--- src/rtl/alu_issue_stage.sv ---
// ID-stage issue register: decodes instruction + register operands into ALU code/operands for EX.
// Optional ISSUE_STATS_EN adds saturating issued/illegal counters.
module alu_issue_stage #(
    parameter int unsigned DATA_W = 32,
    parameter logic [3:0]  NOP_OP = 4'b0000
) (
    input  logic              clk,
    input  logic              rst,
    input  logic [31:0]       instruction,
    input  logic              inValid,
    output logic              inReady,
    input  logic [DATA_W-1:0] rsData,
    input  logic [DATA_W-1:0] rtData,
    input  logic              flush,
    output logic              outValid,
    input  logic              outReady,
    output logic [3:0]        aluOperand,
    output logic [DATA_W-1:0] aluInput1,
    output logic [DATA_W-1:0] aluInput2,
    output logic [4:0]        destReg,
    output logic              regWrite,
    output logic              memRead,
    output logic              memWrite,
`ifdef ISSUE_STATS_EN
    output logic [15:0]       issuedCount,
    output logic [15:0]       illegalCount,
`endif
    output logic              illegal
);

    typedef enum logic [3:0] {
        ALU_ADD = 4'b0000, ALU_SUB = 4'b0010, ALU_AND = 4'b0100, ALU_OR  = 4'b0101,
        ALU_NOR = 4'b0110, ALU_XOR = 4'b0111, ALU_SLL = 4'b1000, ALU_SRL = 4'b1001,
        ALU_SRA = 4'b1010
    } alu_op_e;

    logic [5:0]  opcode, funct;
    logic [4:0]  rt, rd, shamt;
    logic [15:0] imm;
    logic [DATA_W-1:0] imm_sx, imm_zx;

    assign opcode = instruction[31:26];
    assign rt     = instruction[20:16];
    assign rd     = instruction[15:11];
    assign shamt  = instruction[10:6];
    assign funct  = instruction[5:0];
    assign imm    = instruction[15:0];
    assign imm_sx = {{(DATA_W-16){imm[15]}}, imm};
    assign imm_zx = {{(DATA_W-16){1'b0}}, imm};

    logic [3:0]        op_d, op_q;
    logic [DATA_W-1:0] in1_d, in1_q, in2_d, in2_q;
    logic [4:0]        dest_d, dest_q;
    logic              rw_d, rw_q, mr_d, mr_q, mw_d, mw_q, ill_d, ill_q;
    logic              valid_q;
    logic              accept;

    always_comb begin
        op_d   = NOP_OP;
        in1_d  = '0;
        in2_d  = '0;
        dest_d = '0;
        rw_d   = 1'b0;
        mr_d   = 1'b0;
        mw_d   = 1'b0;
        ill_d  = 1'b0;
        case (opcode)
            6'h00: begin
                dest_d = rd;
                rw_d   = 1'b1;
                in1_d  = rsData;
                in2_d  = rtData;
                case (funct)
                    6'h20, 6'h21: op_d = ALU_ADD;
                    6'h22, 6'h23: op_d = ALU_SUB;
                    6'h24:        op_d = ALU_AND;
                    6'h25:        op_d = ALU_OR;
                    6'h26:        op_d = ALU_XOR;
                    6'h27:        op_d = ALU_NOR;
                    6'h00, 6'h02, 6'h03: begin
                        op_d  = (funct == 6'h00) ? ALU_SLL : (funct == 6'h02) ? ALU_SRL : ALU_SRA;
                        in1_d = rtData;
                        in2_d = {{(DATA_W-5){1'b0}}, shamt};
                    end
                    6'h04, 6'h06, 6'h07: begin
                        op_d  = (funct == 6'h04) ? ALU_SLL : (funct == 6'h06) ? ALU_SRL : ALU_SRA;
                        in1_d = rtData;
                        in2_d = {{(DATA_W-5){1'b0}}, rsData[4:0]};
                    end
                    default: ill_d = 1'b1;
                endcase
            end
            6'h08, 6'h09: begin op_d = ALU_ADD; in1_d = rsData; in2_d = imm_sx; dest_d = rt; rw_d = 1'b1; end
            6'h0C:        begin op_d = ALU_AND; in1_d = rsData; in2_d = imm_zx; dest_d = rt; rw_d = 1'b1; end
            6'h0D:        begin op_d = ALU_OR;  in1_d = rsData; in2_d = imm_zx; dest_d = rt; rw_d = 1'b1; end
            6'h0E:        begin op_d = ALU_XOR; in1_d = rsData; in2_d = imm_zx; dest_d = rt; rw_d = 1'b1; end
            6'h0F:        begin op_d = ALU_SLL; in1_d = imm_zx; in2_d = DATA_W'(16); dest_d = rt; rw_d = 1'b1; end
            6'h23:        begin op_d = ALU_ADD; in1_d = rsData; in2_d = imm_sx; dest_d = rt; rw_d = 1'b1; mr_d = 1'b1; end
            6'h2B:        begin op_d = ALU_ADD; in1_d = rsData; in2_d = imm_sx; mw_d = 1'b1; end
            default:      ill_d = 1'b1;
        endcase
        // Illegal encodings issue as an inert bubble that EX turns into an exception.
        if (ill_d) begin
            op_d   = NOP_OP;
            in1_d  = '0;
            in2_d  = '0;
            dest_d = '0;
            rw_d   = 1'b0;
            mr_d   = 1'b0;
            mw_d   = 1'b0;
        end
        if (dest_d == 5'd0) rw_d = 1'b0;
    end

    assign inReady = !valid_q || outReady;
    assign accept  = inValid && inReady && !flush;

    always_ff @(posedge clk or negedge rst) begin
        if (!rst) begin
            valid_q <= 1'b0;
            op_q    <= NOP_OP;
            in1_q   <= '0;
            in2_q   <= '0;
            dest_q  <= '0;
            rw_q    <= 1'b0;
            mr_q    <= 1'b0;
            mw_q    <= 1'b0;
            ill_q   <= 1'b0;
        end else if (flush) begin
            valid_q <= 1'b0;
            rw_q    <= 1'b0;
            mr_q    <= 1'b0;
            mw_q    <= 1'b0;
            ill_q   <= 1'b0;
        end else if (accept) begin
            valid_q <= 1'b1;
            op_q    <= op_d;
            in1_q   <= in1_d;
            in2_q   <= in2_d;
            dest_q  <= dest_d;
            rw_q    <= rw_d;
            mr_q    <= mr_d;
            mw_q    <= mw_d;
            ill_q   <= ill_d;
        end else if (valid_q && outReady) begin
            valid_q <= 1'b0;
        end
    end

`ifdef ISSUE_STATS_EN
    logic [15:0] issued_q, illcnt_q;

    always_ff @(posedge clk or negedge rst) begin
        if (!rst) begin
            issued_q <= '0;
            illcnt_q <= '0;
        end else if (accept) begin
            if (issued_q != '1) issued_q <= issued_q + 16'd1;
            if (ill_d && illcnt_q != '1) illcnt_q <= illcnt_q + 16'd1;
        end
    end

    assign issuedCount  = issued_q;
    assign illegalCount = illcnt_q;
`endif

    assign outValid   = valid_q;
    assign aluOperand = op_q;
    assign aluInput1  = in1_q;
    assign aluInput2  = in2_q;
    assign destReg    = dest_q;
    assign regWrite   = rw_q;
    assign memRead    = mr_q;
    assign memWrite   = mw_q;
    assign illegal    = ill_q;

endmodule

--- config.mk ---
export PLATFORM = sky130hd
export DESIGN_NAME = alu_issue_stage
export DESIGN_NICKNAME = d
export VERILOG_FILES = /design/src/rtl/alu_issue_stage.sv
export SDC_FILE = /design/constraint.sdc
export NUM_CORES = 1
export LEC_CHECK = 0
export CAP_MARGIN = 5
export CORE_ASPECT_RATIO = 1.75
export CORE_MARGIN = 4
export CORE_UTILIZATION = 46
export DETAILED_ROUTE_END_ITERATION = 7
export GPL_ROUTABILITY_DRIVEN = 0
export GPL_TIMING_DRIVEN = 0
export PLACE_DENSITY = 0.94
export SYNTH_ARGS = -nofsm -noshare
export SYNTH_HDL_FRONTEND = slang
export SYNTH_SLANG_ARGS = --single-unit
export TNS_END_PERCENT = 30
--- constraint.sdc ---
create_clock -name clk -period 2.8 [get_ports clk]
set_input_delay 0.28 -clock clk [delete_from_list [all_inputs] [get_ports clk]]
set_output_delay 0.28 -clock clk [all_outputs]
set_load 0.01 [all_outputs]
**Word level (Yosys, flattened, before mapping)**

Index checks and enable logic that the tools add are counted.

- Register bits: 78
- Input bits: 101
- Output and inout port bits: 79
- Word-level logic and storage cells: 89

- Equality and inequality tests: 21
- Multiplexer cells: 35
- Bitwise logic cells: 1
- Reduce and logical (&&, ||, !) cells: 23

Operator list:

| kind | count |
|---|---|
| $pmux 32 s4 | 1 |
| $mux 32 | 3 |
| $pmux 32 s3 | 1 |
| $pmux 32 s2 | 1 |
| $eq 6x6->1 const B | 10 |
| $eq 6x4->1 const B | 6 |
| $pmux 4 s7 | 1 |
| $pmux 4 s5 | 1 |
| $mux 1 | 19 |
| $eq 6x3->1 const B | 3 |
| $reduce_or 8->1 | 2 |
| $reduce_or 14->1 | 1 |
| $reduce_or 7->1 | 2 |
| $eq 6x2->1 const B | 2 |
| $logic_not 6->1 | 2 |
| $pmux 5 s2 | 1 |
| $reduce_or 3->1 | 3 |
| $mux 2 | 4 |
| $reduce_or 6->1 | 1 |
| $logic_not 5->1 | 1 |
| $mux 5 | 1 |
| $mux 4 | 1 |
| $reduce_or 4->1 | 1 |
| $logic_and 1x1->1 | 3 |
| 8 further kinds | 9 |

**Depth between registers and ports, before layout**

Gate-level depths: netlist of run 1.

- Depth in word-level cells: 9
- Depth in mapped cells: 8
- Mapped depth without buffers: 5

**Worst setup path after synthesis of run 1**

OpenSTA, ideal clock, no wires.

- Kind: input port to flip-flop
- Start point: input instruction[5]
- End point: register in2_q[4] (netlist: aluInput2[4])
- Library setup time: 0.121 ns
- Data arrival time: 1.681 ns
- Data required time: 2.679 ns
- Slack: 0.998 ns
- Stages on the path: 5
- Path buffers: 1
- Cells stage by stage: clkbuf_1 > nor4_2 > mux2_2 > a221o_1 > a22o_1

- Word-level cells in the longest chain between the ends: 5
- Elaborated cells between the ends (all ways): 22
- Those cells by class: eq/ne: 13; mux: 5; reduce/logical: 4

RTL lines:

| item | RTL line | text |
|---|---|---|
| from (decl) | 9 | `input logic [31:0] instruction,` |
| $eq 6x3->1, or another cell as far along | 73 | `case (funct)` |
| $reduce_or 3->1, or another cell as far along | 73 |  |
| $pmux 32 s2 / $mux 1 (equally long branches) | 73 |  |
| $pmux 32 s4 / $pmux 1 s2 (equally long branches) | 67 | `case (opcode)` |
| $mux 32 (*) | 103 | `if (ill_d) begin` |
| to (signal assigned) | 139 | `in2_q <= in2_d;` |
| to (decl) | 52 | `logic [DATA_W-1:0] in1_d, in1_q, in2_d, in2_q;` |

Every way passes the cells marked *; elsewhere a longest branch is shown, timed or not.
A chain may end at the register's enable or synchronous reset.

**Final worst setup path of run 1**

- Start point: input instruction[31]
- End point: register in2_q[27] (netlist: aluInput2[27])

- Word-level cells in the longest chain between the ends: 4
- Elaborated cells between the ends (all ways): 15
- Those cells by class: eq/ne: 8; mux: 3; reduce/logical: 4

RTL lines:

| item | RTL line |
|---|---|
| $eq 6x6->1 / $eq 6x4->1 (equally long branches) | 67 |
| $reduce_or 8->1 (no source line), or another cell as far along | n/a |
| $pmux 1 s2 / $pmux 32 s4 (equally long branches) | 67 |
| $mux 32 (*) | 103 |

Marks and branches as above.

==> impl_metrics.py, run 1 <==
metrics = {
    "sta": {
        "relSlewSlack_pct": 61.3,
        "tightest_slew_ns": 0.581,
        "fin_crit_ns": 2.18,
        "hold_viol_final": 0,
        "max_freq_mhz": 460,
        "timing.hold.ws_ns": 0.367,
        "rsz0062_at_grt": "no",
        "worst_clock_skew_ns": 0.00643,
        "drv_slew": 0,
        "setup_violations": 0,
        "post-route-period-util_pct": 77.7,
    },
    "clock_network": {
        "cts_setup_buffers": 0,
        "post_cts_resized": 0,
        "clkLatencyLatePin_ns": 0.34,
        "cts_tree": "built",
        "ctsHtreeMaxLevel": 3,
        "cts_root_buf": "clkbuf_16",
        "cts_buffers": 9,
        "clk_path_buf_depth": 2,
        "clkSinkCount": 78,
        "path_clk_slew_ns": 0.06,
    },
    "yosys": {
        "syn_inst": 421,
        "synth_ff_type": "dfrtp_1",
        "synth_area_leaders": "dfrtp_1 (47%), nand2_1 (8.1%), a22oi_1 (4.9%)",
        "ys_seq_area_share_pct": 47.1,
        "synth-async-reset-ratio_pct": 100,
        "yosysMostFrequentCell": "nand2_1",
        "netlist_area_um2": 4150,
        "yosysWarnings": 0,
        "synth-seq-cells": 78,
        "synth-edff-count": 0,
        "avgSynthCellArea_um2": 9.85,
        "synth_top_area_cell": "dfrtp_1",
        "synth_nets": 522,
        "yosysTopAreaCellShare_pct": 47.1,
        "yosys-top-cells-count": "nand2_1 (90), dfrtp_1 (78), a22oi_1 (27), o21ai_1 (27), a21oi_1 (25)",
        "ys_types": 52,
    },
    "critical_path": {
        "path_max_fanout": 10,
        "cp-start-kind": "input port",
        "cp_cell_sequence": "clkdlybuf4s50_1, nand2b_1, o21ai_0, and3_1, clkbuf_1, clkbuf_1, a21oi_1, o21ai_2",
        "cp_top_family": "buffers and inverters",
        "crit_path_end_kind": "register",
        "cp.required_ns": 3.07,
        "cpMostUsedCell": "clkbuf_1",
        "slowest_delay_ns": 0.55,
        "critPathKind": "input port to register",
        "arrival_ns": 2.44,
        "crit_buf_inv": 3,
        "rrSetupSlack_ns": 0.98,
        "cp_slowest_cell": "clkdlybuf4s50_1",
    },
    "placed_design": {
        "io_buffers": 169,
        "place_inst": 708,
        "hpwl_mm": 11.3,
    },
    "layout": {
        "diodes": 0,
        "layout-drive-gt1-share_pct": 15.1,
        "final_nets": 704,
        "area_growth_pct": 54.0,
        "fin_cells": 725,
    },
    "power": {
        "p_total_uw": 2990,
        "powerDensity_nw_per_um2": 468,
        "peakVddDrop_v": 0.000348,
        "p_leak_uw": 0.00248,
    },
    "detailed_routing": {
        "drc_errors": 0,
        "via_count": 4301,
        "drt-pass1-iter-count": 5,
        "wl_mm": 15.1,
        "ant_nets": 0,
        "viasPerCell": 5.93,
        "drtIter0Drc": 309,
        "wire_per_inst_um": 20.8,
    },
    "global_routing": {
        "grt_pass1_vias": 4534,
        "grt_pass1_wl_mm": 23.4,
        "gr-usage-all-layers_pct": 28.5,
        "grt_max_degree": 41,
        "antenna_found_initial": 0,
        "overflow": 0,
    },
    "die": {
        "io-pin-count": 180,
        "rows": 45,
        "fp.coreArea_um2": 8730,
        "initial_core_util_pct": 47.5,
        "dieArea_um2": 10700,
        "die_h_um": 134,
        "die_w_um": 79.8,
    },
    "run": {
        "cap_violations": 0,
    },
    "hold_path": {
        "hold_path_class": "input port to register",
    },
    "status": {
        "outcome": "finished, final reports clean",
    },
}
==> path summary, 6_finish.rpt <==
kind | to | start | cells past startpoint
max | aluInput2[27]$_DFFE_PN0P_ | instruction[31] | 8
min | aluOperand[1]$_DFFE_PN0P_ | instruction[26] | 3
max reg2reg | aluInput1[8]$_DFFE_PN0P_ | outValid$_DFFE_PN0P_ | 6
min reg2reg | aluInput1[18]$_DFFE_PN0P_ | aluInput1[18]$_DFFE_PN0P_ | 2
max in group asynchronous | aluInput1[17]$_DFFE_PN0P_ | rst | 3
min in group asynchronous | aluOperand[1]$_DFFE_PN0P_ | rst | 2
==> timing repair <==
action,4_1_cts,5_1_grt
hold buffers,1,0
hold endpoints to repair,38,0
endpoints found under the setup margin,0,0
==> tightest hold or removal path, cell delays in order <==
cell and delay, ns:
buf_6 0.12, o32a_1 0.17, o21ai_0 0.09
==> power by group <==
part           internal (uW)  switching (uW)  leakage (uW)  total (uW)
Combinational            195             200       0.00121         395
Clock                    983             458      0.000179        1440
Sequential              1140            9.04       0.00109        1150
==> layer usage <==
layer | track usage (%) | part of all wire (%) | up-vias
li1 | - | - | 1930
met1 | 30.6 | 34 | 2051
met2 | 49.9 | 51 | 261
met3 | 6.02 | 8.6 | 59
met4 | 17.4 | 6.1 | 0
met5 | 0 | 0 | -
==> cell type report <==
type | instances | area [um2]
inverter | 4 | 15.0
multi-input combinational | 304 | 1970
tap | 117 | 146
sequential | 78 | 1950
clock inverter | 6 | 133
buffer | 35 | 210
fill | 611 | 2340
clock buffer | 10 | 239
timing repair buffer | 171 | 1720
==> cell families after synthesis <==
| kind of cell | after synthesis | share of synthesized area, % |
|---|---|---|
| and+or+nand+nor | 129 | 14.3 |
| xor gates and xnor gates | 1 | 0.211 |
| DFF | 78 | 47.1 |
| buffers and inverters | 39 | 5.43 |
| AOI/OAI and AO/OA | 168 | 31.4 |
| muxes | 6 | 1.51 |
==> layout by cell type (no fill, tap or decap), types with 9 or more instances in the layout <==
cell,n
a22oi_2,16
dfrtp_1,78
a22o_1,13
o21ai_1,27
a222oi_1,16
o21ai_2,20
nor2_1,11
clkdlybuf4s50_1,168
nand2_1,90
clkbuf_1,11
a22oi_1,27
buf_2,15
a21oi_1,25
clkbuf_16,9
==> flip-flops by register name, indices dropped and copies added, names as in the netlist <==
name        count
outValid        1
aluInput1      32
regWrite        1
memWrite        1
aluInput2      32
destReg         5
memRead         1
aluOperand      4
illegal         1
==> metrics by stage <==
stage	worst slack, ns	TNS (ns)	util, %	instance area [um2]
finish	0.625	0	73.1	6380
global route	0.511	0	73.1	6380
CTS	0.679	0	73.1	6380
detailed placement	0.330	0	68.8	6000
global placement	-1.15	-89.52	68.6	5980
floorplan	0.998	0	-	4150
Note: power is estimated with default switching activity, not from simulation.
==> run 2: changes to the inputs <==
--- a/config.mk
+++ b/config.mk
@@ -8,11 +8,11 @@
 export CAP_MARGIN = 5
 export CORE_ASPECT_RATIO = 1.75
 export CORE_MARGIN = 4
-export CORE_UTILIZATION = 46
+export CORE_UTILIZATION = 39
 export DETAILED_ROUTE_END_ITERATION = 7
 export GPL_ROUTABILITY_DRIVEN = 0
 export GPL_TIMING_DRIVEN = 0
-export PLACE_DENSITY = 0.94
+export PLACE_DENSITY = 0.86
 export SYNTH_ARGS = -nofsm -noshare
 export SYNTH_HDL_FRONTEND = slang
 export SYNTH_SLANG_ARGS = --single-unit
==> constraint.sdc (replaced) <==
create_clock -name clk -period 2 [get_ports clk]
set_input_delay 0.2 -clock clk [delete_from_list [all_inputs] [get_ports clk]]
set_output_delay 0.2 -clock clk [all_outputs]
set_load 0.01 [all_outputs]
==> run 2 against run 1 <==
Wire length up 1.5%. Final area down 0.20%. Worst setup slack worse by 0.59 ns. Sequential cell count unchanged. Critical path depth down 2. First-iteration DRC count down 1.3%. Global-route usage down 4.6 points. Cell count up 1.4%. Register-to-register slack worse by 0.80 ns. Clock skew about the same. Combinational power up 44%. Hold slack worse by 0.069 ns. Critical endpoint is now aluInput2[4]$_DFFE_PN0P_. Largest power group is now registers. Highest routed layer unchanged.
==> impl_metrics.py, run 2 (synthesis gave the netlist of run 1 again) <==
metrics = {
    "status": {
        "outcome": "finished, final reports clean",
    },
    "die": {
        "rows": 49,
        "dieArea_um2": 12400,
        "io-pin-count": 180,
        "die_w_um": 85.9,
        "initial_core_util_pct": 40.0,
        "fp.coreArea_um2": 10400,
        "die_h_um": 144,
    },
    "clock_network": {
        "clk_path_buf_depth": 2,
        "clkLatencyLatePin_ns": 0.33,
        "clkSinkCount": 78,
        "path_clk_slew_ns": 0.06,
        "cts_root_buf": "clkbuf_16",
        "cts_buffers": 9,
        "cts_tree": "built",
        "ctsHtreeMaxLevel": 3,
    },
    "critical_path": {
        "crit_path_end_kind": "register",
        "path_max_fanout": 6,
        "r2r_end": "aluInput1[4]$_DFFE_PN0P_",
        "critPathLaunch": "instruction[0]",
        "reg2regPathDepth": 6,
        "crit_end": "aluInput2[4]$_DFFE_PN0P_",
        "critPathKind": "input port to register",
        "cp.required_ns": 2.22,
        "rrSetupSlack_ns": 0.18,
        "cp-start-kind": "input port",
        "arrival_ns": 2.19,
        "r2r_start": "outValid$_DFFE_PN0P_",
    },
    "sta": {
        "post-route-period-util_pct": 98.5,
        "worst_clock_skew_ns": 0.00644,
        "setup_violations": 0,
        "tightest_slew_ns": 0.538,
        "timing.hold.ws_ns": 0.298,
        "fin_crit_ns": 1.97,
        "rsz0062_at_grt": "yes",
        "relSlewSlack_pct": 64.1,
        "hold_viol_final": 0,
        "drv_slew": 0,
        "max_freq_mhz": 508,
    },
    "detailed_routing": {
        "ant_nets": 0,
        "wl_mm": 15.3,
        "drt-pass1-iter-count": 7,
        "drtIter0Drc": 305,
        "via_count": 4381,
        "drc_errors": 0,
        "viasPerCell": 5.96,
        "wire_per_inst_um": 20.8,
    },
    "layout": {
        "layout_commonest_cell": "clkdlybuf4s50_1",
        "area_growth_pct": 53.7,
        "diodes": 0,
        "n_fill_cell": 819,
        "regArea_um2": 1950,
        "fin_cells": 735,
        "layout-drive-gt1-share_pct": 16.0,
        "mostFrequentLayoutCells": "clkdlybuf4s50_1 (168), nand2_1 (90), dfrtp_1 (78)",
        "multi_input_area_um2": 2020,
        "final_nets": 705,
    },
    "power": {
        "p_total_uw": 3770,
        "powerDensity_nw_per_um2": 592,
        "peakVddDrop_v": 0.000622,
        "p_leak_uw": 0.00246,
        "p_sw_share_pct": 24.9,
        "switching_power_uw": 940,
        "pwr-share-comb_pct": 15.0,
        "power_frac_seq_pct": 42.7,
        "clkPwrFrac_pct": 42.3,
        "p_int_uw": 2830,
    },
    "placed_design": {
        "hpwl_mm": 11.8,
        "place_inst": 718,
        "io_buffers": 169,
    },
    "global_routing": {
        "grt_max_degree": 45,
        "grt_pass1_vias": 4449,
        "gr-usage-all-layers_pct": 24.0,
        "overflow": 0,
        "antenna_found_initial": 0,
        "grt_pass1_wl_mm": 23.0,
    },
    "run": {
        "cap_violations": 0,
    },
    "hold_path": {
        "hold_path_class": "input port to register",
    },
}
[run 2: cell count changes in the layout (fill, tap and decap cells not counted), moves of 2 or more]
cell / before / now
bufinv_16: 4 / 1
clkbuf_1: 11 / 8
clkbuf_2: 0 / 3
nor2_2: 4 / 2
nor2_4: 0 / 2
[run 2: power groups by stage]
| stage | sequential [uW] | combinational (uW) | clock, uW |
|---|---|---|---|
| after CTS | 1610 | 552 | 1610 |
| final | 1610 | 568 | 1590 |
| after detailed placement | 1640 | 546 | 0 |
| after global routing | 1610 | 600 | 1680 |
| after floorplan | 1650 | 180 | 0 |
| after global placement | 1640 | 532 | 0 |
[run 2: how the worst min path moves through the flow]
stage                                    startpoint                   endpoint  cells past startpoint
after floorplan                                 rst   aluInput1[0]$_DFFE_PN0P_                      0
after global placement    aluInput2[17]$_DFFE_PN0P_  aluInput2[17]$_DFFE_PN0P_                      2
after detailed placement                        rst        memRead$_DFFE_PN0P_                      1
after CTS                           instruction[26]  aluOperand[1]$_DFFE_PN0P_                      3
after global routing                instruction[26]  aluOperand[1]$_DFFE_PN0P_                      3
final                               instruction[26]  aluOperand[1]$_DFFE_PN0P_                      3
[run 2: stage by stage]
stage | setup WS (ns) | utilization (%) | TNS (ns) | instance area [um2]
floorplan | 0.278 | - | 0 | 4150
global placement | -1.93 | 57.9 | -164.50 | 6000
detailed placement | -0.361 | 58.0 | -17.86 | 6010
CTS | 0.0310 | 61.0 | 0 | 6320
global route | -0.0242 | 61.5 | -0.0953 | 6370
finish | 0.0306 | 61.5 | 0 | 6370
[run 2: what timing repair did]
item                                    in CTS  in global routing
buffers inserted                             0                  1
endpoints found under the setup margin      12                 43
hold buffers                                 1                  0
pin swaps                                    0                  1
endpoints found under the hold margin       34                  0
resized for setup                            3                  9
[run 2: cell type report]
class | count | share of cell area (%)
tap | 127 | 2.49
sequential | 78 | 30.6
timing repair buffer | 172 | 27.1
inverter | 4 | 0.236
multi-input combinational | 304 | 31.6
buffer | 35 | 3.36
clock inverter | 6 | 1.00
clock buffer | 9 | 3.53
[run 2: metal layers]
metal,track usage [%],vias up,part of all wire (%)
li1,-,1926,-
met1,25.5,2075,33
met2,42.6,310,54
met3,4.22,70,7.8
met4,15.8,0,5.9
met5,0,-,0
[run 2: critical path, cell delays in order]
cell and delay (ns):
clkdlybuf4s50_1 0.54, nor2b_1 0.24, nor4_4 0.30, mux2_2 0.40, a221o_1 0.30, a22o_1 0.20
==> run 3: changes to the inputs <==
--- a/config.mk
+++ b/config.mk
@@ -7,7 +7,7 @@
 export LEC_CHECK = 0
 export CAP_MARGIN = 5
 export CORE_ASPECT_RATIO = 1.75
-export CORE_MARGIN = 4
+export CORE_MARGIN = 2
 export CORE_UTILIZATION = 39
 export DETAILED_ROUTE_END_ITERATION = 7
 export GPL_ROUTABILITY_DRIVEN = 0
==> run 3 against run 2 <==
Hold slack worse by 0.063 ns. Maximum frequency fell by 1.5%. Power shrank 2.3%. Worst setup slack worse by 0.030 ns. Clock skew grew 0.0023 ns. Clock power down 5%. Sequential cell count stayed put. Sequential share of layout area is essentially flat. Global-route usage rose by 1.5 points. Highest routed layer unchanged.
==> impl_metrics.py, run 3 (synthesis gave the netlist of run 1 again) <==
metrics = {
    "layout": {
        "layout-drive-gt1-share_pct": 15.9,
        "layout_commonest_cell": "clkdlybuf4s50_1",
        "n_fill_cell": 820,
        "area_growth_pct": 53.5,
        "fin_cells": 737,
        "final_area_um2": 6370,
        "final_nets": 705,
        "mostFrequentLayoutCells": "clkdlybuf4s50_1 (168), nand2_1 (90), dfrtp_1 (78)",
    },
    "global_routing": {
        "overflow": 0,
        "grt_max_degree": 42,
        "grt_pass1_wl_mm": 22.1,
        "grt_pass1_vias": 4325,
        "gr-usage-all-layers_pct": 25.4,
        "antenna_found_initial": 0,
    },
    "clock_network": {
        "ctsHtreeMaxLevel": 3,
        "cts_buffers": 9,
        "clkLatencyLatePin_ns": 0.34,
        "clkSinkCount": 78,
        "clk_path_buf_depth": 2,
        "cts_tree": "built",
        "path_clk_slew_ns": 0.06,
        "cts_root_buf": "clkbuf_16",
    },
    "critical_path": {
        "cp_slowest_cell": "clkdlybuf4s50_1",
        "crit_path_end_kind": "register",
        "path_max_fanout": 6,
        "critPathKind": "input port to register",
        "cp_top_family": "simple AND/OR/NAND/NOR gates",
        "cp-start-kind": "input port",
        "rrSetupSlack_ns": 0.13,
        "r2r_start": "outValid$_DFFE_PN0P_",
        "crit_buf_inv": 1,
        "cp.required_ns": 2.22,
        "slowest_delay_ns": 0.54,
        "reg2regPathDepth": 5,
        "r2r_end": "illegal$_DFFE_PN0P_",
        "cp_cell_sequence": "clkdlybuf4s50_1, nor2b_1, nor4_4, mux2_2, a221o_1, a22o_1",
        "arrival_ns": 2.22,
    },
    "detailed_routing": {
        "viasPerCell": 5.79,
        "via_count": 4268,
        "drtIter0Drc": 249,
        "drc_errors": 0,
        "drt-pass1-iter-count": 7,
        "wl_mm": 14.5,
        "ant_nets": 0,
        "wire_per_inst_um": 19.6,
    },
    "power": {
        "clkPwrFrac_pct": 41.0,
        "power_frac_seq_pct": 43.7,
        "pwr-share-comb_pct": 15.3,
        "p_int_uw": 2730,
        "p_sw_share_pct": 26.0,
        "p_leak_uw": 0.00246,
        "peakVddDrop_v": 0.000462,
        "switching_power_uw": 958,
        "powerDensity_nw_per_um2": 579,
    },
    "die": {
        "io-pin-count": 180,
        "rows": 49,
        "initial_core_util_pct": 40.3,
        "die_h_um": 140,
        "dieArea_um2": 11500,
        "fp.coreArea_um2": 10300,
        "die_w_um": 81.9,
    },
    "sta": {
        "post-route-period-util_pct": 100,
        "max_freq_mhz": 500,
        "setup_violations": 0,
        "rsz0062_at_grt": "yes",
        "relSlewSlack_pct": 62.3,
        "timing.hold.ws_ns": 0.235,
        "fin_crit_ns": 2.00,
        "worst_clock_skew_ns": 0.00871,
        "hold_viol_final": 0,
        "drv_slew": 0,
        "tightest_slew_ns": 0.566,
    },
    "hold_path": {
        "worstHoldEndpoint": "aluOperand[1]$_DFFE_PN0P_",
        "min_path_cells": 3,
        "hold_path_class": "input port to register",
        "min-delay-start": "instruction[26]",
    },
    "placed_design": {
        "postPlaceCellArea_um2": 6010,
        "io_buffers": 169,
        "place_inst": 718,
        "hpwl_mm": 11.1,
    },
    "status": {
        "outcome": "finished, final reports clean",
    },
    "run": {
        "cap_violations": 0,
    },
}
[run 3: tightest hold or removal path, cell delays in order]
cell and delay (ns):
buf_6 0.12, o32a_1 0.15, o21ai_0 0.06
[run 3: routing by layer]
| metal | GRT usage (%) | part of all wire (%) | vias to the layer above |
|---|---|---|---|
| li1 | - | - | 1929 |
| met4 | 14.7 | 4.5 | 0 |
| met1 | 27.3 | 35 | 2039 |
| met2 | 44.8 | 53 | 262 |
| met5 | 0 | 0 | - |
| met3 | 4.57 | 8.2 | 38 |
[run 3: stage by stage]
step	setup TNS (ns)	total power [uW]	setup WS, ns	util [%]
floorplan	0	1830	0.278	-
global placement	-167.05	2170	-1.93	58.2
detailed placement	-20.05	2180	-0.389	58.4
CTS	0	3690	0.0245	61.3
global route	-0.0485	3810	-0.0171	61.8
finish	0	3680	0.000308	61.8
[run 3: how the worst max path moves through the flow]
stage / from / end / cells after the start
global route: instruction[31] / aluInput1[27]$_DFFE_PN0P_ / 7
finish: instruction[0] / aluInput2[4]$_DFFE_PN0P_ / 6
global placement: rst / aluInput2[19]$_DFFE_PN0P_ / 1
detailed placement: instruction[31] / aluInput2[27]$_DFFE_PN0P_ / 8
CTS: instruction[31] / aluInput1[27]$_DFFE_PN0P_ / 7
floorplan: instruction[5] / aluInput2[4]$_DFFE_PN0P_ / 5
[run 3: layout make-up]
type | count | area, um2 | area share, %
Buffer | 34 | 211 | 3.32
Timing Repair Buffer | 173 | 1730 | 27.2
Clock inverter | 6 | 45.0 | 0.708
Antenna cell | 1 | 2.50 | 0.0393
Inverter | 4 | 15.0 | 0.236
Tap cell | 127 | 159 | 2.50
Multi-Input combinational cell | 304 | 2020 | 31.7
Clock buffer | 10 | 229 | 3.60
Sequential cell | 78 | 1950 | 30.7
[run 3: power by group through the flow]
stage | Combinational, uW | Clock, uW | Sequential (uW)
floorplan | 180 | 0 | 1650
global placement | 532 | 0 | 1640
detailed placement | 544 | 0 | 1640
CTS | 551 | 1530 | 1610
global route | 598 | 1600 | 1610
finish | 562 | 1510 | 1610
[run 3: what timing repair did]
item                       CTS  global route
resized for setup            3             9
hold buffers                 1             0
setup endpoints to repair   17            53
hold endpoints to repair    37             0
pin swaps                    0             1
buffers inserted             0             2
